## src/rtl/cube_pkg.sv

```systemverilog
// Shared types and helpers for the LED cube latch-bus capture block.
// Latency: n/a (types and combinational helpers only).
// Backpressure: n/a.
// Contents: CUBE_DIM, cap_state_t, row_t, layer_frame_t, one-hot helpers.
package cube_pkg;

   localparam int CUBE_DIM = 8;

   typedef enum logic [1:0] {IDLE, ACTIVE, FAULT} cap_state_t;

   typedef logic [7:0] row_t;
   typedef row_t [7:0] layer_frame_t;

   // Exactly one bit set.
   function automatic logic is_onehot(input logic [7:0] v);
      return (v != 8'h00) && ((v & (v - 8'h01)) == 8'h00);
   endfunction

   // Index of the highest set bit; only meaningful for one-hot inputs.
   function automatic logic [2:0] onehot_idx(input logic [7:0] v);
      logic [2:0] idx;
      idx = 3'd0;
      for (int i = 0; i < 8; i++) begin
         if (v[i]) idx = 3'(i);
      end
      return idx;
   endfunction

endpackage

```

## src/rtl/bus_sync.sv

```systemverilog
// Flop-chain synchronizer for a bus of independent asynchronous bits.
// Latency: DEPTH clocks from input change to output.
// Backpressure: none; free-running sampler.
// Ports: clk_clk, reset_reset_n (async, active-low), d (async in), q (synced out).
module bus_sync #(
   parameter int WIDTH = 24,
   parameter int DEPTH = 2
) (
   input  logic             clk_clk,
   input  logic             reset_reset_n,
   input  logic [WIDTH-1:0] d,
   output logic [WIDTH-1:0] q
);

   logic [WIDTH-1:0] stage [DEPTH];

   always_ff @(posedge clk_clk or negedge reset_reset_n) begin
      if (!reset_reset_n) begin
         for (int i = 0; i < DEPTH; i++) stage[i] <= '0;
      end else begin
         stage[0] <= d;
         for (int i = 1; i < DEPTH; i++) stage[i] <= stage[i-1];
      end
   end

   assign q = stage[DEPTH-1];

endmodule

```

## src/rtl/cube_bus_capture.sv

```systemverilog
// Rebuilds the 8x8x8 LED cube frame by snooping the Layers/Latches/Data bus.
// Latency: SYNC_STAGES+1 clocks pin-to-shadow/frame/frame_done; rd_data 1 clock.
// Backpressure: none; bus pulses shorter than one clock may be missed.
// Ports: clk_clk, reset_reset_n, layers_in/latches_in/data_in (async bus),
//        rd_layer/rd_row -> rd_data, frame_done, frame_count, err_multi,
//        err_ghost, err_clr. Option macro: CUBE_CAPTURE_GHOST_CHECK_EN.
module cube_bus_capture #(
   parameter int SYNC_STAGES = 2,
   parameter int CNT_W       = 16
) (
   input  logic             clk_clk,
   input  logic             reset_reset_n,
   input  logic [7:0]       layers_in,
   input  logic [7:0]       latches_in,
   input  logic [7:0]       data_in,
   input  logic [2:0]       rd_layer,
   input  logic [2:0]       rd_row,
   output logic [7:0]       rd_data,
   output logic             frame_done,
   output logic [CNT_W-1:0] frame_count,
   output logic             err_multi,
   output logic             err_ghost,
   input  logic             err_clr
);

   import cube_pkg::*;

   // All 24 bus lines share one chain so layer/latch/data stay mutually aligned.
   logic [23:0] bus_q;
   logic [7:0]  layers_s, latches_s, data_s;

   bus_sync #(.WIDTH(24), .DEPTH(SYNC_STAGES)) u_bus_sync (
      .clk_clk       (clk_clk),
      .reset_reset_n (reset_reset_n),
      .d             ({layers_in, latches_in, data_in}),
      .q             (bus_q)
   );

   assign layers_s  = bus_q[23:16];
   assign latches_s = bus_q[15:8];
   assign data_s    = bus_q[7:0];

   logic [7:0]   latches_prev;
   logic [7:0]   latch_rise;
   layer_frame_t shadow, shadow_nxt;
   layer_frame_t frame [CUBE_DIM];

   cap_state_t   state, state_nxt;
   logic [2:0]   cur_layer;
   logic [2:0]   commit_idx;
   logic         commit, set_multi, mask_clr;
   logic         layer_onehot, layer_multi;
   logic [7:0]   commit_mask, mask_set;
   logic         full;

   assign latch_rise = latches_s & ~latches_prev;

   // Commit must see row writes landing in the same cycle, so it uses shadow_nxt.
   always_comb begin
      shadow_nxt = shadow;
      for (int i = 0; i < CUBE_DIM; i++) begin
         if (latch_rise[i]) shadow_nxt[i] = data_s;
      end
   end

   assign layer_onehot = is_onehot(layers_s);
   assign layer_multi  = (layers_s != 8'h00) && !layer_onehot;
   assign commit_idx   = onehot_idx(layers_s);

   always_comb begin
      state_nxt = state;
      commit    = 1'b0;
      set_multi = 1'b0;
      mask_clr  = 1'b0;
      case (state)
         IDLE: begin
            if (layer_onehot) begin
               commit    = 1'b1;
               state_nxt = ACTIVE;
            end else if (layer_multi) begin
               state_nxt = FAULT;
            end
         end
         ACTIVE: begin
            if (layers_s == 8'h00)             state_nxt = IDLE;
            else if (layer_multi)              state_nxt = FAULT;
            else if (commit_idx != cur_layer)  commit    = 1'b1;
         end
         FAULT: begin
            if (layers_s == 8'h00) state_nxt = IDLE;
         end
         default: state_nxt = IDLE;
      endcase
      // Flag and mask clear apply on entry and for every cycle spent in FAULT,
      // so an err_clr cannot win while the multi-hot condition persists.
      if (state == FAULT || state_nxt == FAULT) begin
         set_multi = 1'b1;
         mask_clr  = 1'b1;
      end
   end

   assign mask_set = commit_mask | (commit ? (8'h01 << commit_idx) : 8'h00);
   assign full     = commit && (mask_set == 8'hFF);

   always_ff @(posedge clk_clk or negedge reset_reset_n) begin
      if (!reset_reset_n) begin
         state        <= IDLE;
         cur_layer    <= 3'd0;
         latches_prev <= 8'h00;
         shadow       <= '0;
         commit_mask  <= 8'h00;
         frame_done   <= 1'b0;
         frame_count  <= '0;
         err_multi    <= 1'b0;
         rd_data      <= 8'h00;
         for (int l = 0; l < CUBE_DIM; l++) frame[l] <= '0;
      end else begin
         state        <= state_nxt;
         latches_prev <= latches_s;
         shadow       <= shadow_nxt;
         frame_done   <= full;
         if (commit) begin
            cur_layer         <= commit_idx;
            frame[commit_idx] <= shadow_nxt;
         end
         if (mask_clr || full) commit_mask <= 8'h00;
         else                  commit_mask <= mask_set;
         if (full) frame_count <= frame_count + CNT_W'(1);
         err_multi <= set_multi | (err_multi & ~err_clr);
         // Old frame contents are read here even when a commit lands this edge.
         rd_data   <= frame[rd_layer][rd_row];
      end
   end

`ifdef CUBE_CAPTURE_GHOST_CHECK_EN
   // A row rewrite while a layer is lit shows a torn image on the cube.
   logic ghost_set;
   assign ghost_set = (state == ACTIVE) && (latch_rise != 8'h00);

   always_ff @(posedge clk_clk or negedge reset_reset_n) begin
      if (!reset_reset_n) err_ghost <= 1'b0;
      else                err_ghost <= ghost_set | (err_ghost & ~err_clr);
   end
`else
   assign err_ghost = 1'b0;
`endif

endmodule

```

## config.mk

```make
export PLATFORM = sky130hd
export DESIGN_NAME = cube_bus_capture
export DESIGN_NICKNAME = d
export VERILOG_FILES = /design/src/rtl/cube_pkg.sv /design/src/rtl/bus_sync.sv /design/src/rtl/cube_bus_capture.sv
export SDC_FILE = /design/constraint.sdc
export NUM_CORES = 1
export LEC_CHECK = 0
export BUFFER_PORTS_ARGS = -buffer_cell sky130_fd_sc_hd__buf_2
export CAP_MARGIN = 30
export CELL_PAD_IN_SITES_DETAIL_PLACEMENT = 0
export CELL_PAD_IN_SITES_GLOBAL_PLACEMENT = 1
export CORE_UTILIZATION = 51
export DETAILED_ROUTE_END_ITERATION = 10
export GPL_TIMING_DRIVEN = 0
export PLACE_DENSITY_LB_ADDON = 0.1
export SETUP_SLACK_MARGIN = 0.3
export SKIP_LAST_GASP = 1
export SLEW_MARGIN = 10
export SYNTH_ARGS = -nofsm -noshare
export SYNTH_HDL_FRONTEND = slang
export SYNTH_SLANG_ARGS = --single-unit
```

## constraint.sdc

```tcl
create_clock -name clk_clk -period 3.74 [get_ports clk_clk]
set_input_delay 0.748 -clock clk_clk [delete_from_list [all_inputs] [get_ports clk_clk]]
set_output_delay 0.748 -clock clk_clk [all_outputs]
set_load 0.01 [all_outputs]
```

Word-level counts from Yosys, hierarchy flattened
Index checks and enable logic that the tools add are counted.
Word-level totals
  latch bits: 0
  memory bits (read-only): 0
  register bits: 671
  output and inout bits: 27
  memories kept: 0
  memory bits (writable): 0
Cells by class
  shift-type cells: 1
  order comparisons: 4
  multiplexer cells: 36
  multiply operators: 0
  reductions and logical operators: 11
  $add $sub $neg: 2
  bitwise operators: 9
  divide/modulo/power cells: 0
  equal/unequal tests: 5
Operator list (number)
  $bwmux W512: 1
  $bmux W64 S3: 1
  $demux W64 S3: 1
  $mux W64: 3
  $mux W8: 11
  $bmux W8 S3: 1
  $mux W3: 6
  $add A16 B1 Y16 const B: 1
  $and A8 B8 Y8: 2
  $logic_not A8 Y1: 2
  $eq A8 B8 Y1 const B: 1
  $ge A4 B4 Y1 const B: 2
  $mux W2: 4
  $not A3 Y4: 2
  $not A8 Y8: 1
  $or A8 B8 Y8: 1
  $reduce_bool A8 Y1: 1
  $shl A1 B3 Y8 const A: 1
  $sub A8 B1 Y8 const B: 1
  $mux W1: 6
  $pmux W2 S3: 1
  $eq A2 B2 Y1 const B: 2
  $logic_and A1 B1 Y1: 4
  $lt A3 B4 Y1 const B: 1
  other kinds (10): 11

Logic depth before layout (Yosys ltp)
  depth after elaboration: 18
  depth in mapped cells: 10
  gate-level depth less buffers: 7

Cells and area by module
Synthesis repeated with hierarchy kept, for this count alone.
Unflattened totals
  cell total of the unflattened synthesis: 2005
  area, all modules: 28758.8 µm²
By module, submodules not included
  cube_bus_capture: sequential area each 15590.0 µm², cells an instance 1933, area an instance 27377.5 µm², instances 1
  bus_sync: sequential area each 1201.2 µm², cells an instance 72, area an instance 1381.3 µm², instances 1

Worst setup path before layout
Ideal clock, no wire load.
  kind: input to register
  start: input port rd_layer[0]
  end: register rd_data[0]
  arrival time: 3.024 ns
  stages on the path: 5
  slack: 0.578 ns
  data required time: 3.602 ns
  path through: buf_2 buf_1 mux4_2 mux4_2 mux4_2
On the way
  word-level cells in the longest chain between the ends: 6
Ends and longest elaborated chain
  start: declaration: line cube_bus_capture.sv:16  | input logic [2:0] rd_layer,
  $not A3 Y4 (implied by the code): line cube_bus_capture.sv:131  | rd_data <= frame[rd_layer][rd_row];
  $bmux W64 S3: line cube_bus_capture.sv:131
  $mux W64 (implied by the code) (2 in series): line cube_bus_capture.sv:131
  $bmux W8 S3: line cube_bus_capture.sv:131
  $mux W8 (implied by the code): line cube_bus_capture.sv:131
  end signal: assignment: line cube_bus_capture.sv:131
  end: declaration: line cube_bus_capture.sv:18  | output logic [7:0] rd_data,
No other way between the ends. The select of a mux whose other input is x is not followed.
A chain may end at the register's enable or synchronous reset.

Worst setup path after layout
  start: register u_bus_sync.stage (netlist bit u_bus_sync.q[22])
  end: register frame[338] (netlist bit)
On the way
  word-level cells in the longest chain between the ends: 9
Ends and longest elaborated chain
  start: declaration: line bus_sync.sv:15  | logic [WIDTH-1:0] stage [DEPTH];
  $sub A8 B1 Y8: line cube_pkg.sv:16  | return (v != 8'h00) && ((v & (v - 8'h01)) == 8'h00);
  $and A8 B8 Y8: line cube_pkg.sv:16
  $logic_not A8 Y1: line cube_pkg.sv:16
  $logic_and A1 B1 Y1: line cube_pkg.sv:16
  $logic_not A1 Y1: line cube_bus_capture.sv:67  | assign layer_multi = (layers_s != 8'h00) && !layer_onehot;
  $logic_and A1 B1 Y1: line cube_bus_capture.sv:67
  $mux W1: line cube_bus_capture.sv:86  | else if (layer_multi) state_nxt = FAULT;
  $mux W1: line cube_bus_capture.sv:85  | if (layers_s == 8'h00) state_nxt = IDLE;
  $pmux W1 S2: line cube_bus_capture.sv:75  | case (state)
  end signal: indexed assignment: line cube_bus_capture.sv:124  | frame[commit_idx] <= shadow_nxt;
  end: declaration: line cube_bus_capture.sv:46  | layer_frame_t frame [CUBE_DIM];
Several ways; a longest one is shown, not always the timed one.

==> impl_metrics.xml <==
<?xml version="1.0" encoding="UTF-8"?>
<metrics>
  <group name="drt">
    <metric name="ant_nets" unit="">0</metric>
    <metric name="drt_first_iter_violations" unit="">1709</metric>
    <metric name="route.detailed.vias_per_inst" unit="">5.973</metric>
    <metric name="routed_wire_length_per_instance" unit="um">25.05</metric>
    <metric name="detailedRoute.firstPassIterationCount" unit="">5</metric>
    <metric name="drt_drc_violations_left" unit="">0</metric>
    <metric name="wirelength_routed" unit="mm">80.44</metric>
    <metric name="total_number_of_vias" unit="">19180</metric>
  </group>
  <group name="worst_setup_path">
    <metric name="peak_fanout_along_the_critical_path" unit="">10</metric>
    <metric name="timing_worst_setup_path_type" unit="">reg -&gt; reg</metric>
    <metric name="worstSetupStartpointType" unit="">flip-flop</metric>
    <metric name="worstPathRequired" unit="ns">4.20</metric>
    <metric name="ff2ff_path_depth" unit="">10</metric>
    <metric name="internal_reg_to_reg_setup_slack" unit="ns">0.43</metric>
    <metric name="critical_path.endpoint_type" unit="">flip-flop</metric>
    <metric name="regToRegStartpoint" unit="">u_bus_sync.q[22]$_DFF_PN0_</metric>
    <metric name="regToRegEndpoint" unit="">frame[338]$_DFFE_PN0P_</metric>
    <metric name="worst_ep_arrival_time" unit="ns">3.77</metric>
  </group>
  <group name="sta">
    <metric name="worst_slack" unit="ns">0.4271</metric>
    <metric name="grt_setup_unrepaired" unit="">yes</metric>
    <metric name="timing.fmax" unit="GHz">0.3018</metric>
    <metric name="clock_skew" unit="ns">0.01715</metric>
    <metric name="hold_violations" unit="">0</metric>
    <metric name="layout_worst_path_cycle_share" unit="">0.8858</metric>
    <metric name="timing.hold.ws" unit="ns">0.1006</metric>
    <metric name="finalCriticalPeriod" unit="ns">3.313</metric>
    <metric name="report.final.setup_viol" unit="">0</metric>
    <metric name="fin_setup_tns" unit="ns">0</metric>
    <metric name="worstMarginPinSlew" unit="ns">1.047</metric>
    <metric name="slew_violations" unit="">0</metric>
    <metric name="slew_headroom" unit="">0.3017</metric>
  </group>
  <group name="synth">
    <metric name="synth_top_cell_area_share" unit="">0.6084</metric>
    <metric name="postSynth.topFlopCell" unit="">dfrtp_1</metric>
    <metric name="synthTopCellsByArea" unit="">dfrtp_1, mux4_2, o21ai_0, nand2_1, a21oi_1</metric>
    <metric name="syn_avg_cell_area" unit="um2">11.97</metric>
    <metric name="yosysWarnings" unit="">0</metric>
    <metric name="syn-num-nets" unit="">2339</metric>
    <metric name="synth.largest_area_cell" unit="">dfrtp_1</metric>
    <metric name="synthDistinctLibCells" unit="">55</metric>
    <metric name="synth.cell_area" unit="um2">27600</metric>
    <metric name="seq_area_frac_synth" unit="">0.6084</metric>
    <metric name="post_synth_inst_count" unit="">2305</metric>
    <metric name="synthArstFlopShare" unit="">1.000</metric>
    <metric name="synth_enable_flop_cells" unit="">0</metric>
    <metric name="yosys_register_bits" unit="">671</metric>
  </group>
  <group name="placement">
    <metric name="buffer_ports.inserted" unit="">53</metric>
    <metric name="gpl.final_weighted_congestion" unit="">0.8671</metric>
    <metric name="dp_slack" unit="ns">-0.1199</metric>
    <metric name="numPlacedInstances" unit="">3079</metric>
    <metric name="post_dp_cell_area" unit="um2">29290</metric>
    <metric name="detailedPlacementHpwl" unit="mm">55.93</metric>
  </group>
  <group name="power_and_ir_drop">
    <metric name="share_comb_of_total_power" unit="">0.056</metric>
    <metric name="internal_power" unit="mW">12.10</metric>
    <metric name="p_switching" unit="mW">3.607</metric>
    <metric name="pwr-share-clk" unit="">0.470</metric>
    <metric name="power_density" unit="nW/um2">493.7</metric>
    <metric name="share_seq_of_total_power" unit="">0.474</metric>
    <metric name="power.static_leakage" unit="nW">14.68</metric>
    <metric name="vdd_drop_max" unit="mV">0.3460</metric>
    <metric name="power.share.switching" unit="">0.2296</metric>
  </group>
  <group name="floorplanning">
    <metric name="floorplan.io_pins" unit="">60</metric>
    <metric name="core_region_area" unit="um2">52970</metric>
    <metric name="rows" unit="">84</metric>
    <metric name="die-area" unit="um2">55050</metric>
    <metric name="die-width" unit="um">234.6</metric>
    <metric name="initial_core_util" unit="">0.5210</metric>
    <metric name="floorplan.die.height" unit="um">234.6</metric>
  </group>
  <group name="cells_and_area">
    <metric name="final_nets" unit="">2501</metric>
    <metric name="fin_cells" unit="">3211</metric>
    <metric name="layout.cell_area.non_filler" unit="um2">31820</metric>
    <metric name="area_delta_synth_final" unit="%">15.31</metric>
    <metric name="nFillCells" unit="">4368</metric>
    <metric name="layout-drive-gt1-share" unit="">0.1741</metric>
  </group>
  <group name="min_path">
    <metric name="min_delay_worst_type" unit="">in -&gt; async</metric>
  </group>
  <group name="grt">
    <metric name="grt_start_max_net_pins" unit="">100</metric>
    <metric name="grt-ovfl-total" unit="">0</metric>
    <metric name="initial_antenna_violation_count" unit="">4</metric>
    <metric name="first_global_vias" unit="">19650</metric>
    <metric name="grt_pass1_wl" unit="mm">123.8</metric>
    <metric name="groute.usage.overall" unit="">0.3017</metric>
  </group>
  <group name="clocking">
    <metric name="clock_sinks" unit="">671</metric>
    <metric name="clockRootBuffer" unit="">clkbuf_16</metric>
    <metric name="clock_tree.buffer_depth" unit="">3</metric>
    <metric name="postCtsSetupRepairBufs" unit="">0</metric>
    <metric name="worstSkewPairLatency" unit="ns">0.61</metric>
    <metric name="clk_transition_reported_paths" unit="ns">0.06</metric>
    <metric name="cts_inserted_buffers" unit="">72</metric>
    <metric name="h-tree-depth" unit="">3</metric>
    <metric name="hold_buffers_post_cts" unit="">0</metric>
    <metric name="cts_tree" unit="">yes</metric>
  </group>
  <group name="job">
    <metric name="drv_cap" unit="">0</metric>
  </group>
  <group name="status">
    <metric name="outcome" unit="">completed</metric>
  </group>
</metrics>
[cell type report]
class | count | area [um2] | area share
well taps | 688 | 860.8 | 0.02705
repair buffers | 88 | 854.6 | 0.02685
multi-input cells | 1388 | 9862 | 0.3099
diodes | 1 | 2.502 | 0.00007863
clock inverters | 19 | 257.7 | 0.008099
flip-flops and latches | 671 | 16790 | 0.5276
inverters | 77 | 289.0 | 0.009082
plain buffers | 169 | 705.7 | 0.02217
clock buffers | 110 | 2201 | 0.06916
[logic make-up (layout without fill, tap and decap cells)]
| group | after synthesis | count (layout) | synth area share |
|---|---|---|---|
| buf+inv | 246 | 463 | 0.03450 |
| compound gates | 546 | 546 | 0.1023 |
| flops | 671 | 671 | 0.6084 |
| fa+ha+maj | 1 | 1 | 0.0004533 |
| xor+xnor | 15 | 15 | 0.004761 |
| mux | 233 | 233 | 0.1607 |
| simple gates | 592 | 592 | 0.08868 |
| other cells | 1 | 2 | 0.0001359 |
[worst max-delay path, cell delays in order, from the launching register on]
cell and delay [ns]:
dfrtp_1 0.38, buf_6 0.15, nor4_4 0.44, nand2_2 0.19, a31oi_4 0.32, o21ai_1 0.20
or4_1 0.49, clkbuf_2 0.34, clkbuf_1 0.39, nand2_1 0.17, o21ai_0 0.10
[flip-flops by register name (all words and copies together) (netlist names)]
register	flops
commit_mask	8
cur_layer	3
err_multi	1
frame	512
frame_count	16
frame_done	1
latches_prev	8
rd_data	8
shadow	64
state	2
u_bus_sync.q	24
u_bus_sync.stage	24
[layout by cell type, fill, tap and decap left out, types with 7 or more instances in the layout]
master     instances
a21oi_1          129
nand3_1            8
clkbuf_2          33
o21ai_1           37
xnor2_1            7
inv_1             77
buf_16             7
o21ai_0          352
nand2_1          398
buf_6             11
mux2i_1           64
nor2_1           138
dfrtp_1          671
clkbuf_8          15
nand2b_1           8
clkbuf_1         125
clkinv_2           9
buf_8             20
mux4_2           168
nor3_2             8
clkbuf_16         77
buf_2             61
xor2_1             8
buf_1             17
[power by group through the flow]
stage,sequential (mW),combinational (mW),clock [mW]
final,7.45,0.879,7.39
after CTS,7.45,0.886,7.50
after global placement,7.58,0.805,0
after detailed placement,7.58,0.883,0
after floorplan,7.57,0.433,0
after global routing,7.46,0.966,7.78
[routing by layer]
| metal | GRT usage | wire [um] | vias to the layer above |
|---|---|---|---|
| met5 | 0 | 28 | - |
| met4 | 0.1039 | 2722 | 4 |
| met3 | 0.06403 | 5684 | 162 |
| met2 | 0.4734 | 38200 | 633 |
| met1 | 0.4211 | 33800 | 10070 |
| li1 | - | - | 8316 |
[stage by stage]
step | util | total power [mW]
finish | 0.6008 | 15.71
global route | 0.6007 | 16.20
CTS | 0.5998 | 15.83
detailed placement | 0.5530 | 8.462
global placement | 0.5423 | 8.385
floorplan | - | 7.999
[cells in the mapped netlist (all sizes together) (2+ instances only)]
library cell,count
o21ai,389
or4,3
nor2,140
mux4,168
clkbuf,141
or2,4
o21a,3
a21o,2
xnor2,7
and4,2
nand4,2
o31ai,3
a31oi,3
o22ai,2
nand2b,8
inv,77
nand2,399
nor3b,2
a21boi,6
dfrtp,671
xor2,8
or3,2
buf,28
nor4,5
nor3,8
nor2b,5
mux2i,64
nand3,8
a21oi,130
[timing repair]
action	CTS	global route
pin swaps	0	0
hold endpoints to repair	0	0
setup endpoints to repair	249	157
resized for setup	14	45
[how the worst max path moves through the flow]
| stage | depth (start not counted) | slack (ns) | startpoint | end |
|---|---|---|---|---|
| final | 10 | 0.43 | u_bus_sync.q[22]$_DFF_PN0_ | frame[338]$_DFFE_PN0P_ |
| after global routing | 10 | 0.24 | u_bus_sync.q[22]$_DFF_PN0_ | frame[342]$_DFFE_PN0P_ |
| after CTS | 11 | 0.30 | u_bus_sync.q[22]$_DFF_PN0_ | frame[83]$_DFFE_PN0P_ |
| after detailed placement | 10 | -0.12 | u_bus_sync.q[22]$_DFF_PN0_ | frame[80]$_DFFE_PN0P_ |
| after global placement | 1 | -11.79 | reset_reset_n | u_bus_sync.stage[30]$_DFF_PN0_ |
| after floorplan | 5 | 0.58 | rd_layer[0] | rd_data[0]$_DFF_PN0_ |
(Power assumes the default switching activity.)
